$ cat src/rtl/ondra_video_dma_ctrl.sv
// Video DMA sequencer: requests the Z80 bus per frame, issues one VRAM byte fetch
// per 8-clock slot on each visible microline, and releases the bus at frame end or abort.
module ondra_video_dma_ctrl #(
    parameter int BYTES_PER_LINE = 40,
    parameter int VIS_LINES      = 255
) (
    input  logic       clk_sys,
    input  logic       reset,
    input  logic       video_en,
    input  logic       vsync_n,
    input  logic       frame_start,
    input  logic       line_start,
    input  logic       slot_tick,
    input  logic       busak_n,
    output logic       busrq_n,
    output logic       fetch_load,
    output logic [5:0] vram_col,
    output logic [7:0] vram_row,
    output logic       dma_active,
    output logic       frame_done,
    output logic       overrun
);

    typedef enum logic [2:0] {
        IDLE,
        REQ,
        ARMED,
        FETCH,
        RELEASE
    } state_t;

    localparam logic [5:0] COL_LAST = 6'(BYTES_PER_LINE - 1);
    localparam logic [7:0] ROW_END  = 8'(VIS_LINES);

    state_t     state, state_nx;
    logic       busrq_nx, load_nx, active_nx, done_nx, overrun_nx;
    logic [5:0] col_nx;
    logic [7:0] row_nx;
    logic [7:0] row_inc;
    logic       abort;

    assign abort   = ~video_en | ~vsync_n;
    assign row_inc = vram_row + 8'd1;

    always_comb begin
        // NOTE: every output of this block gets a default first, so no path can infer a latch.
        state_nx   = state;
        busrq_nx   = busrq_n;
        load_nx    = 1'b0;
        col_nx     = vram_col;
        row_nx     = vram_row;
        active_nx  = dma_active;
        done_nx    = 1'b0;
        overrun_nx = overrun;

        case (state)
            IDLE: begin
                if (frame_start && !abort) begin
                    state_nx = REQ;
                    busrq_nx = 1'b0;
                end
            end
            REQ: begin
                if (!busak_n) begin
                    state_nx  = ARMED;
                    active_nx = 1'b1;
                end
            end
            ARMED: begin
                // A slot_tick coinciding with line_start is deliberately skipped.
                if (line_start) begin
                    state_nx = FETCH;
                    col_nx   = '0;
                end
            end
            FETCH: begin
                if (line_start) begin
                    // Line restarted before it finished: drop the partial line and move on.
                    overrun_nx = 1'b1;
                    row_nx     = row_inc;
                    col_nx     = '0;
                    if (row_inc == ROW_END) state_nx = RELEASE;
                end else if (fetch_load) begin
                    // Column/row advance the cycle after the load pulse they described.
                    if (vram_col == COL_LAST) begin
                        row_nx   = row_inc;
                        state_nx = (row_inc == ROW_END) ? RELEASE : ARMED;
                    end else begin
                        col_nx = vram_col + 6'd1;
                    end
                end else if (slot_tick) begin
                    load_nx = 1'b1;
                end
            end
            RELEASE: begin
                if (busak_n) begin
                    state_nx = IDLE;
                    done_nx  = 1'b1;
                    row_nx   = '0;
                end
            end
            default: state_nx = IDLE;
        endcase

        if (abort && (state == REQ || state == ARMED || state == FETCH)) begin
            state_nx = RELEASE;
            load_nx  = 1'b0;
        end

        if (state_nx == RELEASE) begin
            busrq_nx  = 1'b1;
            active_nx = 1'b0;
        end
    end

    always_ff @(posedge clk_sys or posedge reset) begin
        if (reset) begin
            state      <= IDLE;
            busrq_n    <= 1'b1;
            fetch_load <= 1'b0;
            vram_col   <= '0;
            vram_row   <= '0;
            dma_active <= 1'b0;
            frame_done <= 1'b0;
            overrun    <= 1'b0;
        end else begin
            // NOTE: sequential state uses non-blocking assignments so every register samples pre-edge values.
            state      <= state_nx;
            busrq_n    <= busrq_nx;
            fetch_load <= load_nx;
            vram_col   <= col_nx;
            vram_row   <= row_nx;
            dma_active <= active_nx;
            frame_done <= done_nx;
            overrun    <= overrun_nx;
        end
    end

endmodule

$ cat config.mk
export PLATFORM = sky130hd
export DESIGN_NAME = ondra_video_dma_ctrl
export DESIGN_NICKNAME = d
export VERILOG_FILES = /design/src/rtl/ondra_video_dma_ctrl.sv
export SDC_FILE = /design/constraint.sdc
export NUM_CORES = 1
export LEC_CHECK = 0
export ABC_AREA = 0
export CORE_ASPECT_RATIO = 2
export CORE_MARGIN = 3
export CORE_UTILIZATION = 40
export CTS_BUF_LIST = sky130_fd_sc_hd__clkbuf_16
export DETAILED_ROUTE_END_ITERATION = 8
export GPL_TIMING_DRIVEN = 0
export PLACE_DENSITY = 0.67
export SLEW_MARGIN = 40
export SYNTH_ARGS = -nofsm -noshare
export SYNTH_HDL_FRONTEND = slang
export SYNTH_SLANG_ARGS = --single-unit
$ cat constraint.sdc
create_clock -name clk_sys -period 2.9 [get_ports clk_sys]
set_input_delay 0.725 -clock clk_sys [delete_from_list [all_inputs] [get_ports clk_sys]]
set_output_delay 0.725 -clock clk_sys [all_outputs]
set_load 0.03 [all_outputs]
==> results.tsv, run 1 <==
metric	value	unit
crit_chain	clkdlybuf4s50_1	
path_buf_inv	1	
post-route-min-period	2180	ps
rsz0062_at_grt	false	
synth_edf_count	0	
syn_avg_cell_area	8.81	um^2
ant_nets	0	
period_share	75.1	%
yosysSeqAreaShare	40.4	%
fin_nets	196	
drt_iter0_markers	50	
relSlewSlack	51.8	%
crit_family	buffers and inverters	
fillCellCount	313	
clkSinkCount	22	
finClkSkew	1.99	ps
die_h	88.7	um
viasPerCell	6.24	
synth-seq-cells	22	
final_hold_viol_count	0	
syn_to_final_growth	26.9	%
cts_setup_buffers	0	
grt_pass1_wl	5.80	mm
power	0.781	mW
worstMarginPinSlew	715	ps
core_area	3230	um^2
initial_utilization	42.3	%
routed_wl	3.39	mm
hold_buffers	0	
synthFlopType	dfrtp_1	
grt_max_degree	23	
hpwlAfterDp	2.60	mm
synthesis.area	1370	um^2
hp-class	register to register	
clk_latency	250	ps
num_io_pins	27	
max_freq	459	MHz
setup_ws	722	ps
ys_warn_count	0	
numCtsBuffers	3	
setup-tns-final	0	ps
dr.pass1.iters	4	
crit_fanout	8	
synthDistinctLibCells	49	
cts_root_buffer	clkbuf_16	
multiInputGateArea	753	um^2
die_x	47.3	um
insertedDiodeCount	0	
wl_per_cell	15.7	um
final_layout_size_suffix_gt1_share	10.3	%
io_buffer_count	25	
peakVddDrop	0.299	mV
synth_cells	155	
grt_use_total	18.5	%
maxCapViolations	0	
overflow	0	
outcome	completed	
cts.clk_slew.worst_paths	60	ps
vias	1342	
cpPeakStageDelay	720	ps
cp_slowest_cell	clkdlybuf4s50_1	
drc	0	
clockBufferDepth	2	
seqCellArea	552	um^2
arrival	1450	ps
grt_antenna_before_repair	0	
slew_violations	0	
place_congestion	0.806	
num_rows	29	
required	2170	ps
dp_slack	601	ps
tritoncts	done	
cts_htree_levels	1	
worst-setup-path-type	register to output port	
async_reset_ff_share	100	%
powerDensity	450	nW/um^2
p_leak	0.715	nW
cts_resized	0	
finalSetupViolations	0	
endpoint_kind	output port	
syn_nets	166	
dieArea	4200	um^2
crit_path_start_kind	register	
grt_pass1_vias	1340	
==> final timing paths <==
check	from	endpoint	slack, ps	cells after the start
worst max register to register	vram_row[0]	dma_active	860	6
max in group asynchronous	reset	busrq_n	1750	2
worst min register to register	overrun	overrun	460	1
worst max-delay path	vram_row[0]	vram_row[0]	720	1
worst min-delay path	overrun	overrun	460	1
min in group asynchronous	reset	vram_col[0]	800	2
==> Yosys cell counts, types with 2 or more instances <==
cell,count,area (um^2)
o21ai_0,20,100
nand2b_1,2,12.5
a21o_1,2,15.0
nor3b_1,2,15.0
ha_1,3,37.5
dfrtp_1,21,526
and2_1,3,18.8
a2bb2oi_1,2,17.5
or3_1,2,12.5
nand3b_1,4,30.0
nor3_1,5,25.0
nand4_1,3,18.8
nand3_1,8,40.0
o31ai_1,2,15.0
clkbuf_4,2,15.0
a21oi_1,10,50.1
buf_2,2,10.0
and3_1,3,18.8
nor2_1,10,37.5
inv_1,3,11.3
nand2_1,16,60.1
xnor2_1,2,17.5
buf_4,2,15.0
==> cell usage in the layout (no fill, tap or decap), drive strengths merged, types with 2 or more instances in the layout <==
cell type       n
o31ai           2
nand3           9
nand2          16
ha              3
nand4           3
nor3            5
o21ai          21
dfrtp          21
nand2b          2
and2            3
clkdlybuf4s50  25
inv             3
nand3b          4
buf             4
and3            3
nor2           10
a2bb2oi         2
or3             3
or2b            2
clkbuf          5
nor3b           2
a21o            2
a21oi          11
xnor2           2
==> metrics by stage <==
| step | instances | hold slack [ps] | area (um^2) | utilization (%) |
|---|---|---|---|---|
| global placement | 211 | 450 | 1660 | 51.3 |
| floorplan | 155 | 576 | 1370 | - |
| global route | 215 | 485 | 1730 | 53.7 |
| CTS | 215 | 471 | 1730 | 53.7 |
| detailed placement | 211 | 458 | 1660 | 51.3 |
| finish | 215 | 464 | 1730 | 53.7 |
==> per-layer routing <==
layer  wire (um)  vias to the layer above  GRT usage [%]
met5           0                        -              0
met2        1840                       51           30.7
met3         126                       14           2.04
li1            -                      629              -
met1        1310                      648           21.7
met4         108                        0           10.6
==> power breakdown <==
part	internal, mW	leakage [nW]	switching (mW)
clock network	0.184	0.0385	0.110
logic	0.0615	0.379	0.0825
registers	0.327	0.297	0.0162
==> state kept, by name (all words and copies together), names as in the netlist <==
| signal | flops |
|---|---|
| dma_active | 1 |
| state | 3 |
| vram_col | 6 |
| vram_row | 8 |
| fetch_load | 1 |
| overrun | 1 |
| busrq_n | 1 |
| frame_done | 1 |
==> final cells by class <==
type | instances | share of cell area (%)
inverter | 3 | 0.649
timing repair buffer | 25 | 14.4
clock buffer | 3 | 4.33
buffer | 7 | 2.89
multi-input combinational | 123 | 43.4
sequential | 22 | 31.8
clock inverter | 1 | 0.216
tap | 31 | 2.24
==> kinds of logic (layout without fill, tap and decap cells) <==
logic type / Yosys count / count (layout) / synth area share, %
flip-flops: 22 / 22 / 40.4
AO/OA/AOI/OAI: 49 / 49 / 22.5
multiplexers: 1 / 1 / 0.733
XOR/XNOR: 3 / 3 / 1.92
buffers and inverters: 10 / 39 / 4.49
adder cells (fa/ha/maj): 4 / 4 / 3.48
AND/OR/NAND/NOR: 66 / 66 / 26.5
No activity file was read; power rests on OpenSTA's default activity.
==> inputs of run 2 (changes only) <==
--- a/config.mk
+++ b/config.mk
@@ -12,7 +12,7 @@
 export CTS_BUF_LIST = sky130_fd_sc_hd__clkbuf_16
 export DETAILED_ROUTE_END_ITERATION = 8
 export GPL_TIMING_DRIVEN = 0
-export PLACE_DENSITY = 0.67
+export PLACE_DENSITY = 0.7
 export SLEW_MARGIN = 40
 export SYNTH_ARGS = -nofsm -noshare
 export SYNTH_HDL_FRONTEND = slang
==> constraint.sdc (replaced) <==
create_clock -name clk_sys -period 2 [get_ports clk_sys]
set_input_delay 0.5 -clock clk_sys [delete_from_list [all_inputs] [get_ports clk_sys]]
set_output_delay 0.5 -clock clk_sys [all_outputs]
set_load 0.03 [all_outputs]
==> run 2 against run 1 <==
Effect of this change: sequential share of layout area down 0.82 points; worst setup slack got worse by 670 ps; clock power grew 91%; highest routed layer unchanged; non-clock buffer count rose by 1; combinational power rose by 43%; hold slack improved by 19 ps; largest power group is now the clock network; critical path type unchanged; global-route usage about the same.
==> results.tsv, run 2 (synthesis gave the netlist of run 1 again) <==
metric	value	unit
fillCellCount	299	
fin_nets	197	
cpPeakStageDelay	660	ps
post-route-min-period	1950	ps
routed_wl	3.34	mm
p_leak	0.766	nW
hold_buffers	0	
wl_per_cell	15.5	um
relSlewSlack	68.8	%
grt_pass1_wl	5.73	mm
cts_htree_levels	1	
final_layout_size_suffix_gt1_share	13.5	%
cts.clk_slew.worst_paths	60	ps
core_area	3230	um^2
grt.busiest_layer	met2	
grtUsageMet1	20.0	%
io_buffer_count	25	
crit_chain	clkdlybuf4s50_1	
endpoint_kind	output port	
outcome	completed	
rsz0062_at_grt	false	
crit_fanout	2	
path_buf_inv	1	
endpoint	busrq_n	
dr.pass1.iters	4	
grt_antenna_before_repair	0	
final_hold_viol_count	0	
r2r-end	dma_active	
clk_latency	260	ps
numCtsBuffers	3	
r2r_start	vram_row[0]	
overflow	0	
worst-r2r-setup-slack	70	ps
layout.cells.non_filler	216	
largest-register	vram_row	
use_met2	31.8	%
cp_slowest_cell	clkdlybuf4s50_1	
slew_violations	0	
grt_pass1_vias	1332	
crit_cells	1	
setup-tns-final	0	ps
reg2reg_depth	6	
hp-class	register to register	
hpwlAfterDp	2.55	mm
worst-setup-path-type	register to output port	
critPathLaunch	busrq_n	
worstMarginPinSlew	467	ps
vias	1293	
cts_root_buffer	clkbuf_16	
finalSetupViolations	0	
die_h	88.7	um
peakVddDrop	0.433	mV
grt_max_degree	23	
met3_usage	2.24	%
syn_to_final_growth	30.9	%
finClkSkew	6.87	ps
place_congestion	0.803	
max_freq	513	MHz
num_rows	29	
insertedDiodeCount	0	
initial_utilization	42.3	%
dp.cells	211	
layout_commonest_cell	clkdlybuf4s50_1	
ant_nets	0	
clkSinkCount	22	
crit_path_start_kind	register	
clockBufferDepth	2	
die_x	47.3	um
period_share	97.5	%
grt_use_total	18.4	%
layout_common_cells	clkdlybuf4s50_1, o21ai_0, dfrtp_1	
dieArea	4200	um^2
crit_family	buffers and inverters	
arrival	1450	ps
largest_reg_flops	8	
num_io_pins	27	
required	1500	ps
drc	0	
powerDensity	709	nW/um^2
maxCapViolations	0	
reg_top3	vram_row x8, vram_col x6, state x3	
holdCritStartpoint	overrun	
drt_iter0_markers	23	
tritoncts	done	
viasPerCell	5.99	
## run 2: final cells by class
cell class | instances | area (um^2) | area share, %
clock buffers | 3 | 75.1 | 4.20
plain buffers | 7 | 50.0 | 2.80
well taps | 31 | 38.8 | 2.17
clock inverters | 1 | 30.0 | 1.68
repair buffers | 26 | 263 | 14.7
flip-flops and latches | 22 | 554 | 31.0
multi-input cells | 123 | 766 | 42.8
inverters | 3 | 11.3 | 0.630
## run 2: power breakdown
group | switching (mW) | internal, mW | leakage (nW)
Clock | 0.165 | 0.398 | 0.0511
Combinational | 0.117 | 0.0897 | 0.421
Sequential | 0.0233 | 0.475 | 0.294
## run 2: timing repair
item,4_1_cts,5_1_grt
pin swaps,0,0
setup buffers,0,1
endpoints found under the hold margin,0,0
resized for setup,2,6
endpoints found under the setup margin,2,16
## run 2: per-stage QoR
step	hold slack [ps]	power [mW]	setup slack, ps	utilization (%)	instance area (um^2)
5_1_grt	494	1.32	9.54	55.4	1790
3_5_place_dp	471	0.711	-137	51.3	1660
2_1_floorplan	488	0.634	38.1	-	1370
4_1_cts	484	1.27	23.2	54.6	1760
3_3_place_gp	447	0.703	-42.7	51.3	1660
6_report	483	1.27	49.1	55.4	1790
## run 2: worst min path at each step
stage	slack, ps	to	depth (start not counted)
final	480	overrun	1
after floorplan	490	dma_active	1
after global routing	490	overrun	1
after CTS	480	overrun	1
after detailed placement	470	overrun	1
after global placement	450	overrun	1
## run 2: routing by layer
metal / vias to the layer above / share of wire [%]
li1: 626 / -
met1: 604 / 39
met2: 48 / 53
met3: 15 / 3.7
met4: 0 / 4.9
met5: - / 0
